### src/rtl/ram_banked_pkg.sv
// Shared types and helpers for the banked SRAM controller.
// rsp_t carries one response; its data width is fixed by RSP_DW.
package ram_banked_pkg;

  localparam int unsigned RSP_DW = 32;

  typedef struct packed {
    logic [RSP_DW-1:0] rdata;
    logic              err;
    logic              write;
  } rsp_t;

  function automatic int unsigned clog2(input int unsigned n);
    int unsigned r;
    r = 0;
    for (int i = 0; i < 32; i++) begin
      if ((32'd1 << i) < n) begin
        r = i + 1;
      end else begin
        r = r;
      end
    end
    return r;
  endfunction

  // Bank index is whatever sits above the in-bank word address; at most 8 banks.
  function automatic logic [3:0] bank_idx(input logic [31:0] addr, input int unsigned bank_aw);
    logic [31:0] sh;
    sh = addr >> bank_aw;
    return sh[3:0];
  endfunction

endpackage

### src/rtl/ram_rsp_skid.sv
// Two-entry in-order response FIFO holding responses the consumer has not yet taken.
module ram_rsp_skid
  import ram_banked_pkg::*;
(
  input  logic       clk_i,
  input  logic       rst_ni,
  input  logic       push_i,
  input  rsp_t       data_i,
  input  logic       pop_i,
  output rsp_t       head_o,
  output logic [1:0] count_o
);

  rsp_t       ent0_q, ent0_d, ent1_q, ent1_d;
  logic       rd_ptr_q, rd_ptr_d, wr_ptr_q, wr_ptr_d;
  logic [1:0] cnt_q, cnt_d;
  logic       do_push_s, do_pop_s;

  // Pointer, count and entry next-state; a push into a full FIFO is only taken alongside a pop.
  always_comb begin
    do_pop_s  = pop_i && (cnt_q != 2'd0);
    do_push_s = push_i && ((cnt_q != 2'd2) || do_pop_s);
    ent0_d    = ent0_q;
    ent1_d    = ent1_q;
    if (do_push_s && !wr_ptr_q) begin
      ent0_d = data_i;
    end else if (do_push_s) begin
      ent1_d = data_i;
    end else begin
      ent0_d = ent0_q;
    end
    rd_ptr_d = do_pop_s  ? ~rd_ptr_q : rd_ptr_q;
    wr_ptr_d = do_push_s ? ~wr_ptr_q : wr_ptr_q;
    cnt_d    = cnt_q + 2'(do_push_s) - 2'(do_pop_s);
  end

  // State registers.
  always_ff @(posedge clk_i or negedge rst_ni) begin
    if (!rst_ni) begin
      ent0_q   <= '0;
      ent1_q   <= '0;
      rd_ptr_q <= 1'b0;
      wr_ptr_q <= 1'b0;
      cnt_q    <= 2'd0;
    end else begin
      ent0_q   <= ent0_d;
      ent1_q   <= ent1_d;
      rd_ptr_q <= rd_ptr_d;
      wr_ptr_q <= wr_ptr_d;
      cnt_q    <= cnt_d;
    end
  end

  assign head_o  = rd_ptr_q ? ent1_q : ent0_q;
  assign count_o = cnt_q;

endmodule

### src/rtl/ram_banked_ctrl.sv
// Banked SRAM controller: one valid/ready request port in front of NUM_BANKS
// single-cycle macros, in-order responses with a 2-entry skid for backpressure.
module ram_banked_ctrl
  import ram_banked_pkg::*;
#(
  parameter  int unsigned NUM_BANKS = 4,
  parameter  int unsigned BANK_AW   = 10,
  parameter  int unsigned DW        = RSP_DW,
  localparam int unsigned AW        = BANK_AW + clog2(NUM_BANKS),
  localparam int unsigned NB_W      = DW / 8
) (
  input  logic                    CLK,
  input  logic                    RESETn,
  input  logic                    req_valid,
  output logic                    req_ready,
  input  logic [NB_W-1:0]         req_we,
  input  logic [AW-1:0]           req_addr,
  input  logic [DW-1:0]           req_wdata,
  output logic                    rsp_valid,
  input  logic                    rsp_ready,
  output logic [DW-1:0]           rsp_rdata,
  output logic                    rsp_err,
  output logic                    rsp_write,
  output logic [NUM_BANKS-1:0]    bank_en,
  output logic [NB_W-1:0]         bank_we,
  output logic [BANK_AW-1:0]      bank_a,
  output logic [DW-1:0]           bank_di,
  input  logic [NUM_BANKS*DW-1:0] bank_do
);

  localparam logic [3:0] NB = 4'(NUM_BANKS);

  logic          accept_s, err_s, is_write_s;
  logic [3:0]    bank_s;
  logic          infl_valid_q, infl_valid_d, infl_err_q, infl_err_d, infl_write_q, infl_write_d;
  logic [3:0]    infl_bank_q, infl_bank_d;
  logic          req_ready_q, req_ready_d;
  logic [DW-1:0] sel_do_s;
  rsp_t          cand_s, skid_head_s, rsp_s;
  logic          rsp_valid_s, skid_push_s, skid_pop_s;
  logic [1:0]    skid_cnt_s, skid_cnt_next_s;

  // Request decode and macro drive; reset low blocks any enable even though req_ready resets high.
  always_comb begin
    accept_s   = req_valid && req_ready_q && RESETn;
    bank_s     = bank_idx(32'(req_addr), BANK_AW);
    err_s      = (bank_s >= NB);
    is_write_s = |req_we;
    for (int i = 0; i < NUM_BANKS; i++) begin
      bank_en[i] = accept_s && !err_s && (bank_s == 4'(i));
    end
    bank_we = accept_s ? req_we : '0;
    bank_a  = req_addr[BANK_AW-1:0];
    bank_di = req_wdata;
  end

  // Inflight capture of the accepted request's routing info.
  always_comb begin
    infl_valid_d = accept_s;
    if (accept_s) begin
      infl_bank_d  = bank_s;
      infl_err_d   = err_s;
      infl_write_d = is_write_s;
    end else begin
      infl_bank_d  = infl_bank_q;
      infl_err_d   = infl_err_q;
      infl_write_d = infl_write_q;
    end
  end

  // Read mux steered by the registered bank, so macro outputs only matter the cycle after access.
  always_comb begin
    sel_do_s = '0;
    for (int i = 0; i < NUM_BANKS; i++) begin
      sel_do_s = sel_do_s | (bank_do[i*DW +: DW] & {DW{infl_bank_q == 4'(i)}});
    end
    cand_s.rdata = (infl_err_q || infl_write_q) ? '0 : sel_do_s;
    cand_s.err   = infl_err_q;
    cand_s.write = infl_write_q;
  end

  // Response selection (skid first for ordering), skid push/pop, and next req_ready.
  always_comb begin
    if (skid_cnt_s != 2'd0) begin
      rsp_s       = skid_head_s;
      rsp_valid_s = 1'b1;
    end else if (infl_valid_q) begin
      rsp_s       = cand_s;
      rsp_valid_s = 1'b1;
    end else begin
      rsp_s       = '0;
      rsp_valid_s = 1'b0;
    end
    skid_pop_s      = (skid_cnt_s != 2'd0) && rsp_ready;
    skid_push_s     = infl_valid_q && !((skid_cnt_s == 2'd0) && rsp_ready);
    skid_cnt_next_s = skid_cnt_s + 2'(skid_push_s) - 2'(skid_pop_s);
    req_ready_d     = (3'(accept_s) + 3'(skid_cnt_next_s)) < 3'd2;
  end

  // State registers.
  always_ff @(posedge CLK or negedge RESETn) begin
    if (!RESETn) begin
      infl_valid_q <= 1'b0;
      infl_bank_q  <= 4'd0;
      infl_err_q   <= 1'b0;
      infl_write_q <= 1'b0;
      req_ready_q  <= 1'b1;
    end else begin
      infl_valid_q <= infl_valid_d;
      infl_bank_q  <= infl_bank_d;
      infl_err_q   <= infl_err_d;
      infl_write_q <= infl_write_d;
      req_ready_q  <= req_ready_d;
    end
  end

  ram_rsp_skid u_skid (
    .clk_i   (CLK),
    .rst_ni  (RESETn),
    .push_i  (skid_push_s),
    .data_i  (cand_s),
    .pop_i   (skid_pop_s),
    .head_o  (skid_head_s),
    .count_o (skid_cnt_s)
  );

  assign req_ready = req_ready_q;
  assign rsp_valid = rsp_valid_s;
  assign rsp_rdata = rsp_s.rdata;
  assign rsp_err   = rsp_s.err;
  assign rsp_write = rsp_s.write;

endmodule

### config.mk
export PLATFORM = sky130hd
export DESIGN_NAME = ram_banked_ctrl
export DESIGN_NICKNAME = d
export VERILOG_FILES = /design/src/rtl/ram_banked_pkg.sv /design/src/rtl/ram_rsp_skid.sv /design/src/rtl/ram_banked_ctrl.sv
export SDC_FILE = /design/constraint.sdc
export NUM_CORES = 1
export LEC_CHECK = 0
export CAP_MARGIN = 20
export CORE_AREA = 4 4 119 121
export CTS_CLUSTER_DIAMETER = 100
export DETAILED_ROUTE_END_ITERATION = 6
export DIE_AREA = 0 0 123 125
export GPL_TIMING_DRIVEN = 0
export PLACE_DENSITY_LB_ADDON = 0.1
export SYNTH_ARGS = -nofsm -noshare
export SYNTH_HDL_FRONTEND = slang
export SYNTH_HIERARCHICAL = 1
export SYNTH_SLANG_ARGS = --single-unit
### constraint.sdc
create_clock -name CLK -period 2.7 [get_ports CLK]
set_input_delay 0.405 -clock CLK [delete_from_list [all_inputs] [get_ports CLK]]
set_output_delay 0.405 -clock CLK [all_outputs]
set_load 0.005 [all_outputs]
==> results.toml <==
[outcome]
status = "completed"

[logic_synthesis]
async_flop_share = 1.00
netlist_instances = 390
synth.distinct_cells = 36
synth_top_area_frac = 0.369
synthesis.area_sq_um = 5160
ys.flop_type = "dfrtp_1"
synthMostInstantiatedCell = "mux2_2"
synthXorXnorAreaFrac = 0.0114
avgSynthCellArea_sq_um = 13.2
synth-adder-area-share = 0.00970
ys_ff_latch = 77
yosysWarnings = 6
synthMuxAreaShare = 0.369
seq_area_frac_synth = 0.374
yosys.area.top_type = "dfrtp_1"
ys_top_cells_by_area = "dfrtp_1 (37%), mux2_2 (22%), mux4_2 (13%), buf_4 (6.1%), a22o_1 (5.4%)"
synth_compound_area_frac = 0.0623
synth_edf_count = 0
synth_common_cells = "mux2_2 (102), dfrtp_1 (76), buf_4 (42)"
synthSimpleGateAreaFrac = 0.0718
synth_top_family_by_area = "multiplexers"

[power]
powerDensity_nw_per_um2 = 874
pwr-share-clk = 0.179
seqPwrFrac = 0.285
intPower_w = 0.00492
switching_share = 0.307
switchingPower_w = 0.00218
p_leak_nw = 3.50
comb_power_share = 0.536
peakVddDrop_v = 0.000468

[clock_network]
cts_sinks = 77
clk_latency_ns = 0.32
root_buffer = "clkbuf_16"
htreeDepth = 3
clk_path_buf_depth = 2
cts_buffers = 9
clkTransAtPathRegs_ns = 0.06
cts_tree = "yes"

[placed_design]
port_buffers = 223
gp_congestion = 0.708
hpwl_um = 11000
dpl.cell_count = 791

[global_routing]
globalRouteTotalUtil = 0.185
grt_pass1_vias = 4494
grt_max_degree = 41
grt_overflow = 0
grt_pass1_wl_um = 22600
antenna_found_initial = 0

[timing]
rsz0062_at_grt = "yes"
hold_violations = 0
finalCritPeriodShare = 0.980
max-slew-margin-rel = 0.656
slew_violations = 0
finClkSkew_ns = 0.00588
setup_violations = 0
max_freq_ghz = 0.378
worst_pin_slew_ns = 0.516
period_needed_ns = 2.65
fin_setup_tns_ns = 0

[critical_path]
slowest_stage = "clkdlybuf4s50_1"
cp.required_ns = 2.30
worstSetupPathType = "reg2out"
path_delay_family = "buffers and inverters"
worstSetupStartpointType = "flop"
cpPeakStageDelay_ns = 0.56
critPathBufInv = 3
path_max_fanout = 10
worstPathArrival_ns = 2.24
endpoint_kind = "output pin"
crit_chain = "or2_2 > buf_2 > clkbuf_4 > o21ai_0 > clkdlybuf4s50_1"

[drt]
firstDrtPassIters = 4
routedWlPerCell_um = 17.8
drtAntennaViolNets = 0
routed_wl_um = 14600
viasPerCell = 4.94
drtIter0Drc = 156
drc = 0
vias = 4027

[run]
maxCapViolations = 0

[layout]
stdcell_count = 816
antennaDiodeCount = 0
area_growth_pct = 57.4
fillers = 1030
drive_gt1_frac = 0.363
fin_nets = 820

[die]
pin_count = 266
placementRows = 42
die-area_sq_um = 15400
dieHeight_um = 125
core-area_sq_um = 13100
die_w_um = 123
initial_core_util = 0.394

[hold_path]
hold_class = "in2async"
[registers in the layout, summed over array words and instances (netlist names)]
signal / cells
infl_bank_q: 2
infl_valid_q: 1
infl_write_q: 1
req_ready: 1
u_skid/count_o: 2
u_skid/ent0_q: 34
u_skid/ent1_q: 34
u_skid/rd_ptr_q: 1
u_skid/wr_ptr_q: 1
[metrics by stage]
step | util | instance area (sq um) | power (W) | setup slack [ns] | hold slack [ns]
6_report | 0.621 | 8120 | 0.00710 | 0.0541 | 0.0593
3_3_place_gp | 0.582 | 7610 | 0.00562 | -2.63 | 0.465
2_1_floorplan | - | 5160 | 0.00433 | 0.234 | 0.109
5_1_grt | 0.621 | 8120 | 0.00758 | -0.0447 | 0.0557
4_1_cts | 0.611 | 8000 | 0.00707 | 0.0153 | 0.0556
3_5_place_dp | 0.583 | 7630 | 0.00571 | -0.224 | 0.411
[routing by layer]
metal / wire (um) / GRT usage
met1: 6080 / 0.229
met2: 7140 / 0.319
met3: 1160 / 0.0479
met4: 187 / 0.0515
met5: 0 / 0
[what timing repair did]
action	in CTS	in global routing
pin swaps	1	2
hold endpoints to repair	0	3
resized for setup	14	8
hold buffers	0	3
buffers inserted	2	7
setup endpoints to repair	98	39
[worst reg2reg max path, stage by stage, from the launching register on]
cell      delay (ns)
dfrtp_2         0.44
or2_2           0.13
buf_2           0.21
clkbuf_4        0.26
and2_1          0.25
nor3b_4         0.07
buf_4           0.15
nor2_2          0.36
buf_6           0.23
mux2_2          0.36
[worst paths after layout]
| kind | startpoint | depth (start not counted) | endpoint | slack [ns] |
|---|---|---|---|---|
| max | u_skid/count_o[0] | 5 | rsp_write | 0.05 |
| max reg2reg | u_skid/count_o[0] | 9 | u_skid/ent1_q[5] | 0.13 |
| min reg2reg | u_skid/ent0_q[33] | 1 | u_skid/ent0_q[33] | 0.49 |
| max in group asynchronous | RESETn | 2 | u_skid/ent1_q[8] | 1.96 |
| min in group CLK | RESETn | 3 | infl_write_q | 0.46 |
| min | RESETn | 1 | req_ready | 0.06 |
[power groups by stage]
stage | Clock, W | Combinational (W) | Sequential (W)
floorplan | 0 | 0.00242 | 0.00192
global placement | 0 | 0.00365 | 0.00197
detailed placement | 0 | 0.00370 | 0.00201
CTS | 0.00130 | 0.00372 | 0.00205
global route | 0.00135 | 0.00413 | 0.00210
finish | 0.00127 | 0.00380 | 0.00202
[final cells by class]
type / instances / area (sq um) / area share
Clock buffer: 10 / 239 / 0.0294
Timing Repair Buffer: 236 / 2370 / 0.292
Buffer: 69 / 551 / 0.0678
Multi-Input combinational cell: 240 / 2720 / 0.335
Sequential cell: 77 / 1930 / 0.238
Tap cell: 176 / 220 / 0.0271
Inverter: 3 / 11.3 / 0.00139
Clock inverter: 5 / 75.1 / 0.00924
[cell families (layout without fill, tap and decap cells)]
logic type                 count (synthesis)  in the layout
AOI/OAI and AO/OA                         39             39
other                                      1              2
xor gates and xnor gates                   5              5
buffers and inverters                     74            323
and+or+nand+nor                           54             54
adders and majority gates                  4              4
muxes                                    136            136
DFF                                       77             77
[layout by cell type, fill, tap and decap left out, drive strengths merged]
| master | synthesis | final |
|---|---|---|
| xor2 | 1 | 1 |
| clkdlybuf4s50 | 0 | 222 |
| a21boi | 1 | 1 |
| bufinv | 0 | 2 |
| and3 | 2 | 2 |
| inv | 3 | 3 |
| or3 | 1 | 1 |
| xnor2 | 3 | 3 |
| buf | 62 | 72 |
| nand2b | 1 | 1 |
| ha | 4 | 4 |
| o21ai | 2 | 2 |
| nor2 | 2 | 2 |
| dfrtp | 76 | 76 |
| mux2 | 104 | 104 |
| o21a | 1 | 1 |
| dlygate4sd3 | 0 | 2 |
| nor4b | 1 | 1 |
| clkinv | 0 | 3 |
| a22o | 32 | 32 |
| nand2 | 2 | 2 |
| and3b | 2 | 2 |
| nor3b | 3 | 3 |
| nor2b | 32 | 32 |
| dfstp | 1 | 1 |
| a31oi | 1 | 1 |
| or2 | 1 | 1 |
| nor4 | 1 | 1 |
| xor3 | 1 | 1 |
| a21oi | 2 | 2 |
| conb | 1 | 2 |
| mux4 | 32 | 32 |
| and2 | 6 | 6 |
| clkbuf | 9 | 19 |
No activity file was read; power rests on OpenSTA's default activity.
